--- config.mk ---
export PLATFORM = sky130hd
export DESIGN_NAME = s8254_bus_seq_flat
export DESIGN_NICKNAME = d
export VERILOG_FILES = /design/src/rtl/s8254_bus_seq_if.sv /design/src/rtl/s8254_bus_seq.sv /design/src/flat_wrapper.sv
export SDC_FILE = /design/constraint.sdc
export NUM_CORES = 1
export LEC_CHECK = 0
export BUFFER_PORTS_ARGS = -buffer_cell sky130_fd_sc_hd__buf_4
export CAP_MARGIN = 15
export CORE_ASPECT_RATIO = 0.5
export CORE_MARGIN = 4
export CORE_UTILIZATION = 49
export CTS_CLUSTER_DIAMETER = 150
export DETAILED_ROUTE_END_ITERATION = 12
export PLACE_DENSITY = 0.81
export SKIP_LAST_GASP = 1
export SLEW_MARGIN = 20
export SYNTH_ARGS = -nofsm -noshare
export SYNTH_HDL_FRONTEND = slang
export SYNTH_SLANG_ARGS = --single-unit
--- constraint.sdc ---
create_clock -name clk -period 2.2 [get_ports clk]
set_input_delay 0.44 -clock clk [delete_from_list [all_inputs] [get_ports clk]]
set_output_delay 0.44 -clock clk [all_outputs]
set_load 0.01 [all_outputs]
--- src/rtl/s8254_bus_seq_if.sv ---
// Host-side command/response port of the 8254 bus sequencer.
// A command is taken in any cycle with cmd_valid && cmd_ready (fields sampled then); rsp_valid is a single-cycle pulse with no backpressure.
interface s8254_bus_seq_if;
  logic        cmd_valid;
  logic        cmd_ready;
  logic [1:0]  cmd_op;
  logic [2:0]  cfg_mode;
  logic        cfg_bcd;
  logic [15:0] cfg_count;
  logic        rsp_valid;
  logic        rsp_err;
  logic [15:0] rsp_count;
  logic [7:0]  rsp_status;

  modport master (
    output cmd_valid, cmd_op, cfg_mode, cfg_bcd, cfg_count,
    input  cmd_ready, rsp_valid, rsp_err, rsp_count, rsp_status
  );

  modport slave (
    input  cmd_valid, cmd_op, cfg_mode, cfg_bcd, cfg_count,
    output cmd_ready, rsp_valid, rsp_err, rsp_count, rsp_status
  );
endinterface

--- src/rtl/s8254_bus_seq.sv ---
// Sequences host commands into 8254 counter-0 bus cycles (program, latch+read, readback).
// Each access is SETUP, STB_CYC strobe cycles, HOLD, then GAP_CYC cycles with CS_N high.
module s8254_bus_seq #(
  parameter int unsigned STB_CYC = 2,
  parameter int unsigned GAP_CYC = 1
) (
  input  logic           clk,
  input  logic           rst_n,
  s8254_bus_seq_if.slave host,
  output logic           CS_N,
  output logic [1:0]     a,
  output logic [7:0]     id,
  input  logic [7:0]     od,
  output logic           IOR_N,
  output logic           IOW_N,
  output logic [2:0]     fsm_state
);
  typedef enum logic [2:0] {
    IDLE   = 3'd0,
    SETUP  = 3'd1,
    STROBE = 3'd2,
    HOLD   = 3'd3,
    GAP    = 3'd4,
    RESP   = 3'd5
  } state_t;

  localparam logic [3:0] STB_LAST = 4'(STB_CYC - 1);
  localparam logic [3:0] GAP_LAST = 4'(GAP_CYC - 1);

  state_t      state, state_n;
  logic [1:0]  idx, idx_n;
  logic [3:0]  cnt, cnt_n;
  logic [1:0]  op;
  logic [2:0]  mode;
  logic        bcd;
  logic [15:0] count;
  logic [7:0]  cap1, cap2, cap3;
  logic        rsp_err_q;
  logic [15:0] rsp_count_q;
  logic [7:0]  rsp_status_q;
  logic        accept, reject, is_read, last_access, on_bus;
  logic [7:0]  wdata;

  function automatic logic cmd_illegal(input logic [1:0] cop, input logic [2:0] cmode,
                                       input logic cbcd, input logic [15:0] ccount);
    logic bad_digit;
    bad_digit = 1'b0;
    for (int i = 0; i < 4; i++)
      if (ccount[4*i +: 4] > 4'd9) bad_digit = 1'b1;
    if (cop == 2'b11) return 1'b1;
    if (cop != 2'b00) return 1'b0;
    return (cmode[2:1] == 2'b11) || (cbcd && bad_digit) ||
           (cmode[1:0] == 2'b11 && ccount == 16'h0001);
  endfunction

  assign accept      = host.cmd_valid && (state == IDLE);
  assign reject      = cmd_illegal(host.cmd_op, host.cfg_mode, host.cfg_bcd, host.cfg_count);
  // Access 0 is always the control-word write; later accesses read for ops 01/10.
  assign is_read     = (idx != 2'd0) && (op != 2'b00);
  assign last_access = (op == 2'b10) ? (idx == 2'd3) : (idx == 2'd2);
  assign on_bus      = state inside {SETUP, STROBE, HOLD};

  always_comb begin
    wdata = 8'h00;
    if (idx == 2'd0) begin
      case (op)
        2'b00:   wdata = {4'b0011, mode, bcd};
        2'b10:   wdata = 8'hC2;
        default: wdata = 8'h00;
      endcase
    end else if (op == 2'b00) begin
      wdata = (idx == 2'd1) ? count[7:0] : count[15:8];
    end
  end

  always_ff @(posedge clk) begin
    if (!rst_n) begin
      state <= IDLE;
      idx   <= 2'd0;
      cnt   <= 4'd0;
    end else begin
      state <= state_n;
      idx   <= idx_n;
      cnt   <= cnt_n;
    end
  end

  always_comb begin
    state_n = state;
    idx_n   = idx;
    cnt_n   = cnt;
    case (state)
      IDLE: if (accept) begin
        state_n = reject ? RESP : SETUP;
        idx_n   = 2'd0;
        cnt_n   = 4'd0;
      end
      SETUP: begin
        state_n = STROBE;
        cnt_n   = 4'd0;
      end
      STROBE: if (cnt == STB_LAST) begin
        state_n = HOLD;
        cnt_n   = 4'd0;
      end else begin
        cnt_n = cnt + 4'd1;
      end
      HOLD: begin
        state_n = GAP;
        cnt_n   = 4'd0;
      end
      GAP: if (cnt == GAP_LAST) begin
        cnt_n = 4'd0;
        if (last_access) begin
          state_n = RESP;
        end else begin
          state_n = SETUP;
          idx_n   = idx + 2'd1;
        end
      end else begin
        cnt_n = cnt + 4'd1;
      end
      RESP:    state_n = IDLE;
      default: state_n = IDLE;
    endcase
  end

  always_ff @(posedge clk) begin
    if (!rst_n) begin
      op           <= 2'b00;
      mode         <= 3'b000;
      bcd          <= 1'b0;
      count        <= 16'h0000;
      cap1         <= 8'h00;
      cap2         <= 8'h00;
      cap3         <= 8'h00;
      rsp_err_q    <= 1'b0;
      rsp_count_q  <= 16'h0000;
      rsp_status_q <= 8'h00;
    end else begin
      if (accept) begin
        op    <= host.cmd_op;
        mode  <= host.cfg_mode;
        bcd   <= host.cfg_bcd;
        count <= host.cfg_count;
        if (reject) begin
          rsp_err_q    <= 1'b1;
          rsp_count_q  <= 16'h0000;
          rsp_status_q <= 8'h00;
        end
      end
      // Timer data is taken on the final strobe cycle, just before IOR_N rises.
      if (state == STROBE && is_read && cnt == STB_LAST) begin
        case (idx)
          2'd1:    cap1 <= od;
          2'd2:    cap2 <= od;
          default: cap3 <= od;
        endcase
      end
      if (state == GAP && state_n == RESP) begin
        rsp_err_q <= 1'b0;
        case (op)
          2'b01: begin
            rsp_count_q  <= {cap2, cap1};
            rsp_status_q <= 8'h00;
          end
          2'b10: begin
            rsp_count_q  <= {cap3, cap2};
            rsp_status_q <= cap1;
          end
          default: begin
            rsp_count_q  <= 16'h0000;
            rsp_status_q <= 8'h00;
          end
        endcase
      end
    end
  end

  assign CS_N            = !on_bus;
  assign a               = (on_bus && idx == 2'd0) ? 2'b11 : 2'b00;
  assign id              = (on_bus && !is_read) ? wdata : 8'h00;
  assign IOW_N           = !(state == STROBE && !is_read);
  assign IOR_N           = !(state == STROBE && is_read);
  assign host.cmd_ready  = (state == IDLE);
  assign host.rsp_valid  = (state == RESP);
  assign host.rsp_err    = rsp_err_q;
  assign host.rsp_count  = rsp_count_q;
  assign host.rsp_status = rsp_status_q;
  assign fsm_state       = state;
endmodule

--- src/flat_wrapper.sv ---
// flat-port wrapper written by rule: the top's interface ports become plain ports
module s8254_bus_seq_flat 
#(
  parameter int unsigned STB_CYC = 2,
  parameter int unsigned GAP_CYC = 1
)
  (clk, rst_n, CS_N, a, id, od, IOR_N, IOW_N, fsm_state, host_cmd_valid, host_cmd_op, host_cfg_mode, host_cfg_bcd, host_cfg_count, host_cmd_ready, host_rsp_valid, host_rsp_err, host_rsp_count, host_rsp_status);
  s8254_bus_seq_if host_i ();
  input  logic clk;
  input  logic rst_n;
  output logic CS_N;
  output logic [1:0] a;
  output logic [7:0] id;
  input  logic [7:0] od;
  output logic IOR_N;
  output logic IOW_N;
  output logic [2:0] fsm_state;
  input wire logic [$bits(host_i.cmd_valid)-1:0] host_cmd_valid;
  input wire logic [$bits(host_i.cmd_op)-1:0] host_cmd_op;
  input wire logic [$bits(host_i.cfg_mode)-1:0] host_cfg_mode;
  input wire logic [$bits(host_i.cfg_bcd)-1:0] host_cfg_bcd;
  input wire logic [$bits(host_i.cfg_count)-1:0] host_cfg_count;
  output wire logic [$bits(host_i.cmd_ready)-1:0] host_cmd_ready;
  output wire logic [$bits(host_i.rsp_valid)-1:0] host_rsp_valid;
  output wire logic [$bits(host_i.rsp_err)-1:0] host_rsp_err;
  output wire logic [$bits(host_i.rsp_count)-1:0] host_rsp_count;
  output wire logic [$bits(host_i.rsp_status)-1:0] host_rsp_status;
  assign host_i.cmd_valid = host_cmd_valid;
  assign host_i.cmd_op = host_cmd_op;
  assign host_i.cfg_mode = host_cfg_mode;
  assign host_i.cfg_bcd = host_cfg_bcd;
  assign host_i.cfg_count = host_cfg_count;
  assign host_cmd_ready = host_i.cmd_ready;
  assign host_rsp_valid = host_i.rsp_valid;
  assign host_rsp_err = host_i.rsp_err;
  assign host_rsp_count = host_i.rsp_count;
  assign host_rsp_status = host_i.rsp_status;
  s8254_bus_seq #(.STB_CYC(STB_CYC), .GAP_CYC(GAP_CYC)) u_core (.clk(clk), .rst_n(rst_n), .host(host_i), .CS_N(CS_N), .a(a), .id(id), .od(od), .IOR_N(IOR_N), .IOW_N(IOW_N), .fsm_state(fsm_state));
endmodule
==> flow_metrics.py, run 1 <==
metrics = {
    "power_and_ir_drop": {
        "power.static_leakage_nw": 1.95,
        "netSwitchingPower_mw": 1.02,
        "fin_total_pwr_mw": 3.69,
        "power-per-cell-area_mw_per_mm2": 750,
        "p_int_mw": 2.67,
        "comb_power_share_pct": 19.4,
        "worst_ir_drop_vdd_v": 0.000390,
        "clkPwrFrac_pct": 38.7,
        "sw_frac_of_total_pct": 27.7,
        "seqPwrFrac_pct": 41.9,
    },
    "hold_path": {
        "class_of_the_most_critical_hold_timing_path": "primary input to register",
    },
    "setup_path": {
        "timing_worst_setup_path_type": "register to primary output",
        "register_to_register_setup_slack_ps": 80,
        "type_of_element_capturing_the_critical_path": "primary output",
        "rr_endpoint": "u_core.host.rsp_count[7]",
        "required_ps": 1760,
        "worst-r2r-cell-count": 8,
        "worstPathMaxFanout": 13,
        "worst_setup_path_startpoint": "u_core.idx[0]",
        "startpoint_type": "register",
        "timing.critical_path.to": "id[3]",
        "worst_r2r_startpoint": "u_core.idx[0]",
        "cp_data_arrival_time_ps": 1720,
    },
    "timing": {
        "relSlewSlack_pct": 56.4,
        "unrepaired_setup_endpoints_after_global_routing": "yes",
        "worstMarginPinSlew_ps": 654,
        "finalCritPeriodShare_pct": 98.2,
        "report.final.hold_viol_count": 0,
        "tmin_final_ps": 2160,
        "setup_ws_ps": 40.4,
        "fin_skew_ps": 5.20,
        "achievable-frequency_mhz": 463,
        "slew_viol_final": 0,
        "number_of_setup_violations_in_the_final_report": 0,
        "final.setup.tns_ps": 0,
    },
    "detailed_routing": {
        "route.detailed.drc": 0,
        "final_antenna_net_count": 0,
        "routedWlPerCell_um": 16.0,
        "avgViaCountPerCell": 5.59,
        "drtIter0Drc": 301,
        "firstDrtPassIters": 5,
        "vias": 3447,
        "totalWireLength_um": 9850,
    },
    "global_route": {
        "number_of_global_route_vias_before_repair": 3300,
        "grt.overflow.total": 0,
        "number_of_antenna_violations_at_the_first_check_in_global_routing": 0,
        "grt_first_pass_wirelength_um": 15800,
        "gr-usage-all-layers_pct": 23.1,
        "grt_start_max_net_pins": 54,
    },
    "synth": {
        "synthesis.area_mm2": 0.00356,
        "ys_seq_elements": 80,
        "yosys_most_used_dff": "sky130_fd_sc_hd__dfxtp_1",
        "netlist_instances": 409,
        "synth-edff-count": 0,
        "synth_top_cell_by_area": "sky130_fd_sc_hd__dfxtp_1",
        "ys_seq_area_share_pct": 45.0,
        "yosys.area.top_type_share_pct": 45.0,
        "async_set_reset_flop_share_out_of_synthesis_pct": 0,
        "postSynthAreaPerCell_um2": 8.71,
        "synth_cell_types": 50,
        "ys_warn_count": 0,
        "post_synth_main_area_contributors": "sky130_fd_sc_hd__dfxtp_1 (45%), sky130_fd_sc_hd__nand2_1 (8.2%), sky130_fd_sc_hd__a21oi_1 (7.2%)",
        "postSynthNetCount": 453,
    },
    "finish": {
        "instances_no_fill": 617,
        "design.final.nets": 564,
        "final_layout_size_suffix_gt1_share_pct": 32.4,
        "final_common_cell": "sky130_fd_sc_hd__buf_4",
        "filler_cell_count": 567,
        "n_antenna_cell": 0,
        "final_core_utilization_pct": 71.8,
        "layout.cells.most_common_list": "sky130_fd_sc_hd__buf_4 (123), sky130_fd_sc_hd__nand2_1 (78), sky130_fd_sc_hd__dfxtp_1 (75)",
        "area_delta_synth_final_pct": 38.2,
    },
    "place": {
        "hpwlAfterDp_um": 6600,
        "post-place-cells": 593,
        "pre_cts_slack_ps": -332,
        "place_congestion": 0.831,
        "numPortBuffers": 75,
    },
    "run_status": {
        "status": "complete, no violations",
    },
    "floorplan": {
        "die_width_um": 129,
        "num_io_pins": 76,
        "floorplan.rows": 21,
        "initial_core_util_pct": 51.9,
        "floorplan.core_area_mm2": 0.00686,
        "chipHeight_um": 68.3,
        "fp.dieArea_mm2": 0.00878,
    },
    "clocking": {
        "postCtsHoldBufs": 0,
        "cts_tree": "built",
        "root_buffer": "sky130_fd_sc_hd__clkbuf_16",
        "inserted_clock_buffers": 9,
        "numClockSinks": 80,
        "htreeDepth": 3,
        "post_cts_clock_slew_at_the_launch_and_capture_registers_of_the_worst_setup_and_hold_paths_ps": 60,
        "cts-root-to-sink-buffers": 2,
        "clock_latency_late_sink_ps": 340,
    },
    "job": {
        "timing.max_cap.violations": 0,
    },
}
==> cell families (layout without fill, tap and decap cells) <==
| family | Yosys count | in the layout | share of synthesized area [%] |
|---|---|---|---|
| buffers and inverters | 36 | 152 | 4.50 |
| multiplexers | 17 | 17 | 4.95 |
| XOR/XNOR | 1 | 1 | 0.246 |
| AND/OR/NAND/NOR | 151 | 151 | 20.0 |
| adder cells (fa/ha/maj) | 11 | 11 | 3.87 |
| AO/OA/AOI/OAI | 113 | 113 | 21.4 |
| flip-flops | 80 | 80 | 45.0 |
==> power groups by stage <==
stage          registers [mW]  logic (mW)  clock network (mW)
5_1_grt                  1.55       0.787                1.51
3_3_place_gp             1.57       0.651                   0
6_report                 1.55       0.715                1.43
3_5_place_dp             1.58       0.660                   0
2_1_floorplan            1.57       0.374                   0
4_1_cts                  1.55       0.693                1.45
==> synth_stat cells, types with 2 or more instances <==
library cell                instances
sky130_fd_sc_hd__nor2_1            27
sky130_fd_sc_hd__mux2_2             5
sky130_fd_sc_hd__inv_1              9
sky130_fd_sc_hd__buf_6              2
sky130_fd_sc_hd__clkbuf_1          17
sky130_fd_sc_hd__ha_1              11
sky130_fd_sc_hd__nand3_1           21
sky130_fd_sc_hd__o21ai_0            7
sky130_fd_sc_hd__nand4_1            2
sky130_fd_sc_hd__buf_2              5
sky130_fd_sc_hd__and2_1             2
sky130_fd_sc_hd__o21ai_2            2
sky130_fd_sc_hd__and4_1             2
sky130_fd_sc_hd__a22oi_1           16
sky130_fd_sc_hd__a22o_1             8
sky130_fd_sc_hd__a21oi_1           51
sky130_fd_sc_hd__dfxtp_1           80
sky130_fd_sc_hd__nor4_1             2
sky130_fd_sc_hd__mux2i_1           12
sky130_fd_sc_hd__nor3_1             4
sky130_fd_sc_hd__a311oi_1           2
sky130_fd_sc_hd__o2bb2ai_1         17
sky130_fd_sc_hd__nand2_1           78
==> critical path, stage by stage (launching register included) <==
cell and delay [ps]:
sky130_fd_sc_hd__dfxtp_4 370, sky130_fd_sc_hd__inv_1 60, sky130_fd_sc_hd__buf_4 140, sky130_fd_sc_hd__ha_4 210
sky130_fd_sc_hd__buf_4 160, sky130_fd_sc_hd__nor2_1 100, sky130_fd_sc_hd__a21oi_1 50, sky130_fd_sc_hd__nor2_1 140
sky130_fd_sc_hd__buf_4 150
==> metrics by stage <==
step                area (um^2)  hold slack (ps)
global placement           4440              439
detailed placement         4440              443
finish                     4920              350
global route               4920              365
floorplan                  3560              433
CTS                        4840              346
==> state kept, by name (all words and copies together) (netlist names) <==
name / cells
u_core.count: 16
u_core.host.rsp_count: 16
u_core.cap1: 8
u_core.cap2: 8
u_core.cap3: 8
u_core.host.rsp_status: 8
u_core.cnt: 4
u_core.fsm_state: 3
u_core.mode: 3
u_core.idx: 2
u_core.op: 2
u_core.bcd: 1
u_core.host.rsp_err: 1
==> timing repair <==
item | in CTS | in global routing
cloned | 0 | 1
gates resized for setup | 14 | 10
setup endpoints to repair | 34 | 33
pin swaps | 2 | 7
setup buffers | 3 | 7
==> layout make-up <==
class	instances	area, um^2	area share, %
Clock buffer	13	260	5.29
Timing Repair Buffer	126	988	20.1
Inverter	10	37.5	0.763
Sequential cell	80	1610	32.7
Multi-Input combinational cell	293	1880	38.3
Clock inverter	3	25.0	0.509
Tap cell	92	115	2.34
==> worst min-delay path by stage <==
stage | from | endpoint | slack [ps] | depth (start not counted)
detailed placement | u_core.count[5] | u_core.count[5] | 440 | 2
CTS | od[4] | u_core.cap3[4] | 350 | 3
floorplan | u_core.count[4] | u_core.count[4] | 430 | 2
global placement | u_core.count[5] | u_core.count[5] | 440 | 2
finish | od[4] | u_core.cap3[4] | 350 | 3
global route | host_cfg_count[4] | u_core.count[4] | 370 | 3
==> layer usage <==
layer / global-route usage, % / vias to the layer above / share of wire, %
met5: 0 / - / 0
met4: 8.38 / 0 / 1.7
met3: 6.24 / 19 / 6.4
met2: 39.6 / 134 / 48
met1: 28.5 / 1621 / 44
li1: - / 1673 / -
Power figures use the tool's default switching activity.
==> run 2: changes to the inputs <==
--- a/config.mk
+++ b/config.mk
@@ -13,6 +13,7 @@
 export CTS_CLUSTER_DIAMETER = 150
 export DETAILED_ROUTE_END_ITERATION = 12
 export PLACE_DENSITY = 0.81
+export REMOVE_ABC_BUFFERS = 1
 export SKIP_LAST_GASP = 1
 export SLEW_MARGIN = 20
 export SYNTH_ARGS = -nofsm -noshare
==> run 2 against run 1 <==
Against the previous run:
- combinational power shrank 7.1%
- hold slack better by 9.1 ps
- clock skew barely moved
- maximum frequency is 0.35% lower
- final area is 3.8% lower
- routed wire length shrank 5.3%
- die area unchanged
- sequential cell count unchanged
- critical path depth down 1
- non-clock buffer count fell by 33
- global-route usage is 1.0 points lower
- clock power up 23%
- largest power group is now the clock network
==> flow_metrics.py, run 2 (synthesized netlist as in run 1, its figures left out) <==
metrics = {
    "finish": {
        "n_antenna_cell": 0,
        "area_delta_synth_final_pct": 33.0,
        "final_core_utilization_pct": 69.0,
        "final_common_cell": "sky130_fd_sc_hd__buf_4",
        "final_layout_size_suffix_gt1_share_pct": 28.0,
        "design.final.nets": 531,
        "layout.cells.most_common_list": "sky130_fd_sc_hd__buf_4 (88), sky130_fd_sc_hd__nand2_1 (78), sky130_fd_sc_hd__dfxtp_1 (78)",
        "instances_no_fill": 584,
    },
    "detailed_routing": {
        "firstDrtPassIters": 5,
        "avgViaCountPerCell": 5.59,
        "drtIter0Drc": 265,
        "route.detailed.drc": 0,
        "totalWireLength_um": 9320,
        "final_antenna_net_count": 0,
        "routedWlPerCell_um": 16.0,
        "vias": 3265,
    },
    "timing": {
        "worstMarginPinSlew_ps": 638,
        "unrepaired_setup_endpoints_after_global_routing": "yes",
        "number_of_setup_violations_in_the_final_report": 0,
        "relSlewSlack_pct": 57.4,
        "finalCritPeriodShare_pct": 98.5,
        "achievable-frequency_mhz": 461,
        "tmin_final_ps": 2170,
        "slew_viol_final": 0,
        "fin_skew_ps": 5.31,
        "final.setup.tns_ps": 0,
        "report.final.hold_viol_count": 0,
    },
    "floorplan": {
        "num_io_pins": 76,
        "chipHeight_um": 68.3,
        "floorplan.rows": 21,
        "floorplan.core_area_mm2": 0.00686,
        "die_width_um": 129,
        "fp.dieArea_mm2": 0.00878,
        "initial_core_util_pct": 51.9,
    },
    "setup_path": {
        "cp_data_arrival_time_ps": 1730,
        "cpMaxStageDelayCell": "sky130_fd_sc_hd__dfxtp_4",
        "crit_path_max_incr_delay_ps": 360,
        "required_ps": 1760,
        "worstPathMaxFanout": 7,
        "cpLargestDelayFamily": "flip-flops",
        "worstPathCellList": "inv_4, ha_4, buf_8, mux2_2, a21oi_2, nor2_1, buf_4",
        "timing_worst_setup_path_type": "register to primary output",
        "cp_num_buf_inv": 3,
        "type_of_element_capturing_the_critical_path": "primary output",
        "startpoint_type": "register",
    },
    "global_route": {
        "grt.overflow.total": 0,
        "number_of_antenna_violations_at_the_first_check_in_global_routing": 0,
        "number_of_global_route_vias_before_repair": 3060,
        "grt_first_pass_wirelength_um": 15000,
        "gr-usage-all-layers_pct": 22.1,
        "grt_start_max_net_pins": 54,
    },
    "clocking": {
        "post_cts_clock_slew_at_the_launch_and_capture_registers_of_the_worst_setup_and_hold_paths_ps": 60,
        "htreeDepth": 3,
        "inserted_clock_buffers": 9,
        "root_buffer": "sky130_fd_sc_hd__clkbuf_16",
        "numClockSinks": 80,
        "cts_tree": "built",
        "clock_latency_late_sink_ps": 340,
        "cts-root-to-sink-buffers": 2,
    },
    "power_and_ir_drop": {
        "worst_ir_drop_vdd_v": 0.000462,
        "power-per-cell-area_mw_per_mm2": 837,
        "power.static_leakage_nw": 1.81,
    },
    "place": {
        "numPortBuffers": 75,
        "post-place-cells": 565,
        "place_congestion": 0.831,
        "hpwlAfterDp_um": 6040,
    },
    "hold_path": {
        "class_of_the_most_critical_hold_timing_path": "primary input to register",
    },
    "run_status": {
        "status": "complete, no violations",
    },
    "job": {
        "timing.max_cap.violations": 0,
    },
}
==> run 2: area by class of cell <==
cell class                      count  area (um^2)
Inverter                           10         40.0
Clock inverter                      4         98.8
Fill cell                         558         2120
Tap cell                           92          115
Clock buffer                       12          256
Timing Repair Buffer               93          738
Multi-Input combinational cell    293         1880
Sequential cell                    80         1610
==> run 2: final timing paths <==
| check | start | endpoint | slack, ps | cells past startpoint |
|---|---|---|---|---|
| worst min register to register | u_core.count[8] | u_core.count[8] | 450 | 2 |
| worst max register to register | u_core.idx[0] | u_core.host.rsp_status[3] | 70 | 7 |
| worst max-delay path | u_core.idx[1] | id[5] | 30 | 7 |
| worst min-delay path | host_cfg_count[4] | u_core.count[4] | 360 | 3 |
==> run 2: tightest hold or removal path, cell delays in order <==
cell and delay (ps):
sky130_fd_sc_hd__buf_4 110, sky130_fd_sc_hd__nand2_1 50, sky130_fd_sc_hd__a21oi_1 50
==> run 2: repair_timing <==
action | CTS | global route
setup buffers | 1 | 2
gates resized for setup | 7 | 19
pin swaps | 0 | 1
setup endpoints to repair | 6 | 33
hold buffers | 0 | 0
==> run 2: stage by stage <==
step	worst slack [ps]	hold slack (ps)	area, um^2	total power, mW
after global placement	119	439	4240	2.18
final	32.9	359	4730	3.96
after floorplan	-409	433	3440	1.91
after global routing	-55.8	359	4730	4.13
after detailed placement	35.9	446	4240	2.19
after CTS	-0.594	349	4640	3.96
==> run 2: per-layer routing <==
layer / routed length, um / GRT usage (%)
met2: 4290 / 36.9
met5: 0 / 0
met3: 660 / 6.63
met4: 127 / 7.59
met1: 4250 / 27.6
==> run 2: report_power, final <==
group	switching [mW]	internal, mW	leakage (nW)
registers	0.0399	1.50	0.649
logic	0.380	0.284	0.984
clock network	0.582	1.17	0.173
